File: src/rtl/stream_fifo_reader.sv
// stream_fifo_reader: circular-buffer FIFO with valid/ready on both sides and a registered, pre-fetched output word
// Ports:
//   clk, rst              clock, asynchronous active-high reset
//   in_valid/in_ready     producer handshake, in_data written on push
//   out_valid/out_ready   consumer handshake, out_data holds the oldest unread word
//   count                 words stored, including the one on out_data
//   full, empty           count == DEPTH, count == 0
module stream_fifo_reader #(
  parameter int DEPTH = 16,
  parameter int WIDTH = 64,
  localparam int AW = $clog2(DEPTH)
) (
  input  logic             clk,
  input  logic             rst,
  input  logic             in_valid,
  output logic             in_ready,
  input  logic [WIDTH-1:0] in_data,
  output logic             out_valid,
  input  logic             out_ready,
  output logic [WIDTH-1:0] out_data,
  output logic [AW:0]      count,
  output logic             full,
  output logic             empty
);
  typedef enum logic {S_EMPTY, S_HOLD} state_t;
  state_t state, state_nx;
  logic [WIDTH-1:0] mem [DEPTH];
  logic [AW-1:0] wr_ptr, rd_ptr;
  logic [AW:0] stored;
  logic push, pop, load, bypass;
  assign out_valid = state == S_HOLD;
  assign full = count == (AW+1)'(DEPTH);
  assign empty = count == '0;
  assign in_ready = !full;
  assign push = in_valid & in_ready;
  assign pop = out_valid & out_ready;
  // words still in the array, not yet moved into the output register
  assign stored = count - (AW+1)'(out_valid);
  always_comb begin
    load = (!out_valid | pop) & (stored != '0);
    // last word leaves while a new one arrives: forward it straight to out_data
    bypass = pop & push & (stored == '0);
    state_nx = (load | bypass | (out_valid & !pop)) ? S_HOLD : S_EMPTY;
  end
  always_ff @(posedge clk or posedge rst)
    if (rst) state <= S_EMPTY;
    else state <= state_nx;
  always_ff @(posedge clk or posedge rst)
    if (rst) begin
      wr_ptr <= '0;
      rd_ptr <= '0;
      count <= '0;
      out_data <= '0;
    end else begin
      wr_ptr <= wr_ptr + AW'(push & !bypass);
      rd_ptr <= rd_ptr + AW'(load);
      count <= count + (AW+1)'(push) - (AW+1)'(pop);
      out_data <= load ? mem[rd_ptr] : bypass ? in_data : out_data;
    end
  always_ff @(posedge clk)
    if (push & !bypass) mem[wr_ptr] <= in_data;
endmodule

File: config.mk
export PLATFORM = sky130hd
export DESIGN_NAME = stream_fifo_reader
export DESIGN_NICKNAME = d
export VERILOG_FILES = /design/src/rtl/stream_fifo_reader.sv
export SDC_FILE = /design/constraint.sdc
export NUM_CORES = 1
export LEC_CHECK = 0
export BUFFER_PORTS_ARGS = -buffer_cell sky130_fd_sc_hd__buf_2
export CAP_MARGIN = 40
export CORE_ASPECT_RATIO = 1.5
export CORE_UTILIZATION = 50
export DETAILED_ROUTE_END_ITERATION = 12
export GPL_TIMING_DRIVEN = 0
export MAX_ROUTING_LAYER = met4
export PLACE_DENSITY = 0.76
export SLEW_MARGIN = 30
export SYNTH_ARGS = -nofsm -noshare
export SYNTH_HDL_FRONTEND = slang
export SYNTH_SLANG_ARGS = --single-unit
File: constraint.sdc
create_clock -name clk -period 9.19 [get_ports clk]
set_input_delay 0.4595 -clock clk [delete_from_list [all_inputs] [get_ports clk]]
set_output_delay 0.4595 -clock clk [all_outputs]
set_load 0.01 [all_outputs]
# Yosys cells after proc, flatten, opt, wreduce, memory -nomap -nowiden
# Memory sizes are Yosys's and may differ from the RTL's.
# Index checks and enable logic that the tools add are counted.
# classes
eq_ne	1
reduce_logical	8
bitwise_logic	11
add_sub_neg	5
mux	5
# ops
cell	count
2-to-1 mux 64 bit	2
logical NOT 5 bit	2
subtractor 5 x 1 -> 5 bit	2
adder 4 x 1 -> 4 bit	2
AND 1 bit	8
adder 5 x 1 -> 5 bit	1
equality test 5 bit, second input constant	1
nonzero test 5 bit	1
logical NOT 1 bit	4
2-to-1 mux 1 bit	3
bitwise OR 1 bit	3
nonzero test 2 bit	1
# totals
ff_bits	78
mem_bits_rw	1024
word_cells	36
in_bits	68
n_memories	1
# mem_list
name	words	word_bits	read_ports	rd_ports_with_merged_regs	wr	line	source
mem	16	64	1	0	1	27	logic [WIDTH-1:0] mem [DEPTH];

# Logic depth before layout (Yosys ltp)
# depth
depth_word	9
mapped_depth	15

# Worst setup path after synthesis
# Ideal clock, no wire load.
# synth_timing
path_type	register to register
from	register count[2]
to	memory mem[0][0] (enable)
path_buffers	1
t_arrival_ps	8420
setup_slack_ps	103
path_stages_with_launch	11
path_cell_list	dfrtp_1 -> inv_1 -> ha_1 -> nor3b_1 -> nand2_1 -> nand2_1 -> inv_1 -> ha_1 -> a21o_1 -> clkbuf_1 -> nor4b_1
# synth_via
elab_chain_cells	9
elab_cells_between_ends	11
classes_between	add/sub (1); eq/ne (1); mux (2); bitwise (4); reduce/logical (3)
# synth_lines
item	line	source
start, declared	21	output logic [AW:0] count,
start signal, assigned	57	count <= count + (AW+1)'(push) - (AW+1)'(pop);
equality test 5 bit (*)	32	assign full = count == (AW+1)'(DEPTH);
logical NOT 1 bit (*)	34	assign in_ready = !full;
net in_ready	16	output logic in_ready,
AND 1 bit (*)	35	assign push = in_valid & in_ready;
AND 1 bit (2 in a row)	42	bypass = pop & push & (stored == '0);
logical NOT 1 bit	61	if (push & !bypass) mem[wr_ptr] <= in_data;
AND 1 bit (*)	61	
2-to-1 mux 1 bit (*)	61	
2-to-1 mux 1 bit (not written as such) (*)	61	
end, declared	27	
# Mark *: on every way through the listed nets, which the timed path passes. The rest lies on a longest branch.

# Worst setup path in the final report
# layout_timing
from	register count[2]
to	memory mem[12][1] (enable)
# layout_via
elab_chain_cells	9
elab_cells_between_ends	11
classes_between	add/sub (1); eq/ne (1); mux (2); bitwise (4); reduce/logical (3)
# layout_lines
item	line
parallel branches: the longest is 6 deep, another holds subtractor 5 x 1 -> 5 bit	-
AND 1 bit (*)	61
2-to-1 mux 1 bit (*)	61
2-to-1 mux 1 bit (not written as such) (*)	61
# Mark *: on every way between the ends.

==> impl_metrics.py <==
metrics = {
    "yosys": {
        "synthCells": 1821,
        "synth_edf_count": 1024,
        "syn-cell-area_um2": 41600,
        "synth.most_common_cell": "edfxtp_1",
        "avgSynthCellArea_um2": 22.8,
        "synthFlopType": "edfxtp_1",
        "ys_top_cells_by_area": "edfxtp_1 74%, mux4_2 14%, dfrtp_1 4.7%, a22oi_1 2.3%, a221o_1 1.5%",
        "synth_top_area_share_pct": 74.0,
        "synth.net_count": 1905,
        "synth_warnings": 0,
        "synth_common_cells": "1024 x edfxtp_1, 256 x mux4_2, 128 x a22oi_1",
        "ys_ff_latch": 1102,
        "yosysUniqueCellTypes": 34,
        "seq_area_frac_synth_pct": 78.7,
        "synth_top_area_cell": "edfxtp_1",
        "async_flop_share_pct": 7.08,
    },
    "floorplanning": {
        "die_area_um2": 84300,
        "rows": 129,
        "die_h_um": 355,
        "die_w_um": 237,
        "design.core.area_um2": 82500,
        "io_pins": 141,
        "initial_core_util_pct": 50.4,
    },
    "sta": {
        "rsz0062_at_grt": "false",
        "setup_tns_ps": 0,
        "slew_violations": 0,
        "fin_crit_ps": 4720,
        "setup_violations": 0,
        "tightest_slew_ps": 959,
        "hold_violations": 0,
        "setup_slack_ps": 4470,
        "holdWs_ps": 125,
        "post-route-period-util_pct": 51.4,
        "relSlewSlack_pct": 36.0,
        "fmax_mhz": 212,
        "final.setup_skew_ps": 35.9,
    },
    "setup_path": {
        "cp_max_fo": 10,
        "cp.arrival_ps": 5080,
        "path_buf_inv": 10,
        "crit_path_top_delay_cell": "nor3_2",
        "crit_path_start_kind": "register",
        "crit_path_end_kind": "register",
        "critPathKind": "reg -> reg",
        "cp.required_ps": 9550,
        "cp_cell_sequence": "inv_1, ha_1, nor3b_1, nand2_1, nand2_1, inv_1, ha_1, a21o_1, clkbuf_1, clkbuf_1, nor3_2, buf_6, buf_6, buf_6, buf_4, buf_4, buf_4",
        "critical_path.top_delay_family": "buffers and inverters",
        "slowest_delay_ps": 660,
    },
    "placed_design": {
        "post-dp-hpwl_mm": 69.4,
        "dp_slack_ps": 4570,
        "routabilityCongestion": 0.778,
        "numPortBuffers": 140,
        "place_area_um2": 45300,
    },
    "detailed_routing": {
        "wl_per_cell_um": 29.7,
        "viasPerCell": 6.28,
        "drc_errors": 0,
        "totalWireLength_mm": 104,
        "firstDrtPassIters": 6,
        "antenna_left": 0,
        "drt_iter0_drc": 2712,
        "num_vias": 22000,
    },
    "grt": {
        "grt_pass1_wl_mm": 153,
        "grt_overflow": 0,
        "grt_max_degree": 54,
        "antenna_found_initial": 10,
        "track_usage_pct": 25.8,
        "grt_pass1_vias": 23100,
    },
    "clock_network": {
        "numCtsBuffers": 93,
        "clockBufferDepth": 3,
        "root_buffer": "clkbuf_16",
        "insertion_delay_ps": 670,
        "clkSinkCount": 1102,
        "cts_tree": "done",
        "cts_resized": 0,
        "htree_levels": 3,
        "clk_pin_slew_ps": 70,
    },
    "finish": {
        "layout-drive-gt1-share_pct": 35.1,
        "nFillCells": 5631,
        "area_delta_synth_final_pct": 16.9,
        "final_area_um2": 48600,
        "multi_input_area_um2": 8410,
        "finalNetCount": 2378,
        "register_area_um2": 32700,
    },
    "outcome": {
        "outcome": "complete, no violations",
    },
    "job": {
        "maxCapViolations": 0,
    },
    "power": {
        "power_density_nw_per_um2": 307,
        "ir_drop_mv": 0.172,
        "p_leak_nw": 16.4,
        "p_total_w": 0.0149,
    },
    "min_path": {
        "min_path_type": "in -> reg",
    },
}
[layout by cell type (no fill, tap or decap), drive strengths merged, types with 2 or more instances in the layout]
cell type,instances
nor4,6
nand3,2
xor2,4
nor3,9
inv,21
dfrtp,78
xnor2,5
clkbuf,184
diode,9
a221o,64
buf,431
clkinvlp,7
nor2,9
mux4,256
ha,15
and2,3
edfxtp,1024
nand2b,6
bufinv,10
nand2,5
nor2b,5
clkinv,24
a21oi,65
a22oi,128
[tightest hold or removal path: stages]
cell and delay [ps]:
buf_2 90, nor2b_1 60, nor2_1 80, nand2_1 60
[area by class of cell]
type | count | share of cell area (%)
sequential | 1102 | 67.3
buffer | 110 | 1.03
tap | 1113 | 2.87
antenna | 9 | 0.0463
clock inverter | 47 | 1.08
inverter | 15 | 0.126
timing repair buffer | 378 | 4.83
clock buffer | 128 | 5.42
multi-input combinational | 594 | 17.3
[sequential cells by signal, summed over array words and instances (netlist names)]
signal,count
count,5
mem,1024
out_valid,1
wr_ptr,4
out_data,64
rd_ptr,4
[power by group]
part,switching [W],internal [W],total [W]
clock network,0.00178,0.00230,0.00408
registers,0.000242,0.00612,0.00636
logic,0.00255,0.00193,0.00448
total,0.00457,0.0104,0.0149
[layer usage]
layer  track usage, %  part of all wire (%)  vias to the layer above  wire length (µm)
li1                 -                     -                     8785                 -
met1             31.0                    35                    11500             36600
met2             43.3                    52                     1417             53900
met3             4.80                   9.2                      263              9560
met4             10.3                   3.7                        0              3890
met5                -                     0                        -                 0
[cell families (layout without fill, tap and decap cells)]
| kind of cell | Yosys count | count (layout) | synth area share (%) |
|---|---|---|---|
| compound gates | 262 | 262 | 4.74 |
| xor+xnor | 9 | 9 | 0.190 |
| simple gates | 49 | 49 | 0.644 |
| flops | 1102 | 1102 | 78.7 |
| other cells | 0 | 9 | 0 |
| mux | 258 | 258 | 13.9 |
| buf+inv | 125 | 678 | 1.34 |
| fa+ha+maj | 16 | 16 | 0.500 |
[repair_timing]
item / in CTS / in global routing
hold buffers: 1 / 0
buffers inserted: 0 / 0
endpoints found under the hold margin: 25 / 0
[through the flow]
stage	instances	util (%)
after CTS	3482	58.8
final	3496	58.9
after global placement	3074	52.9
after floorplan	1821	-
after detailed placement	3306	55.0
after global routing	3495	58.9
[final timing paths]
check	start	end	slack [ps]	cells past startpoint
worst max-delay path	count[2]$_DFF_PP0_	mem[12][1]$_DFFE_PP_	4470	17
worst min-delay path	out_ready	out_valid$_DFF_PP0_	130	4
worst max register to register	count[2]$_DFF_PP0_	mem[12][1]$_DFFE_PP_	4470	17
worst min register to register	out_data[4]$_DFFE_PP0P_	out_data[4]$_DFFE_PP0P_	510	1
max in group asynchronous	rst	out_data[11]$_DFFE_PP0P_	8180	4
min in group asynchronous	rst	out_data[38]$_DFFE_PP0P_	340	3
Power figures use the tool's default switching activity.
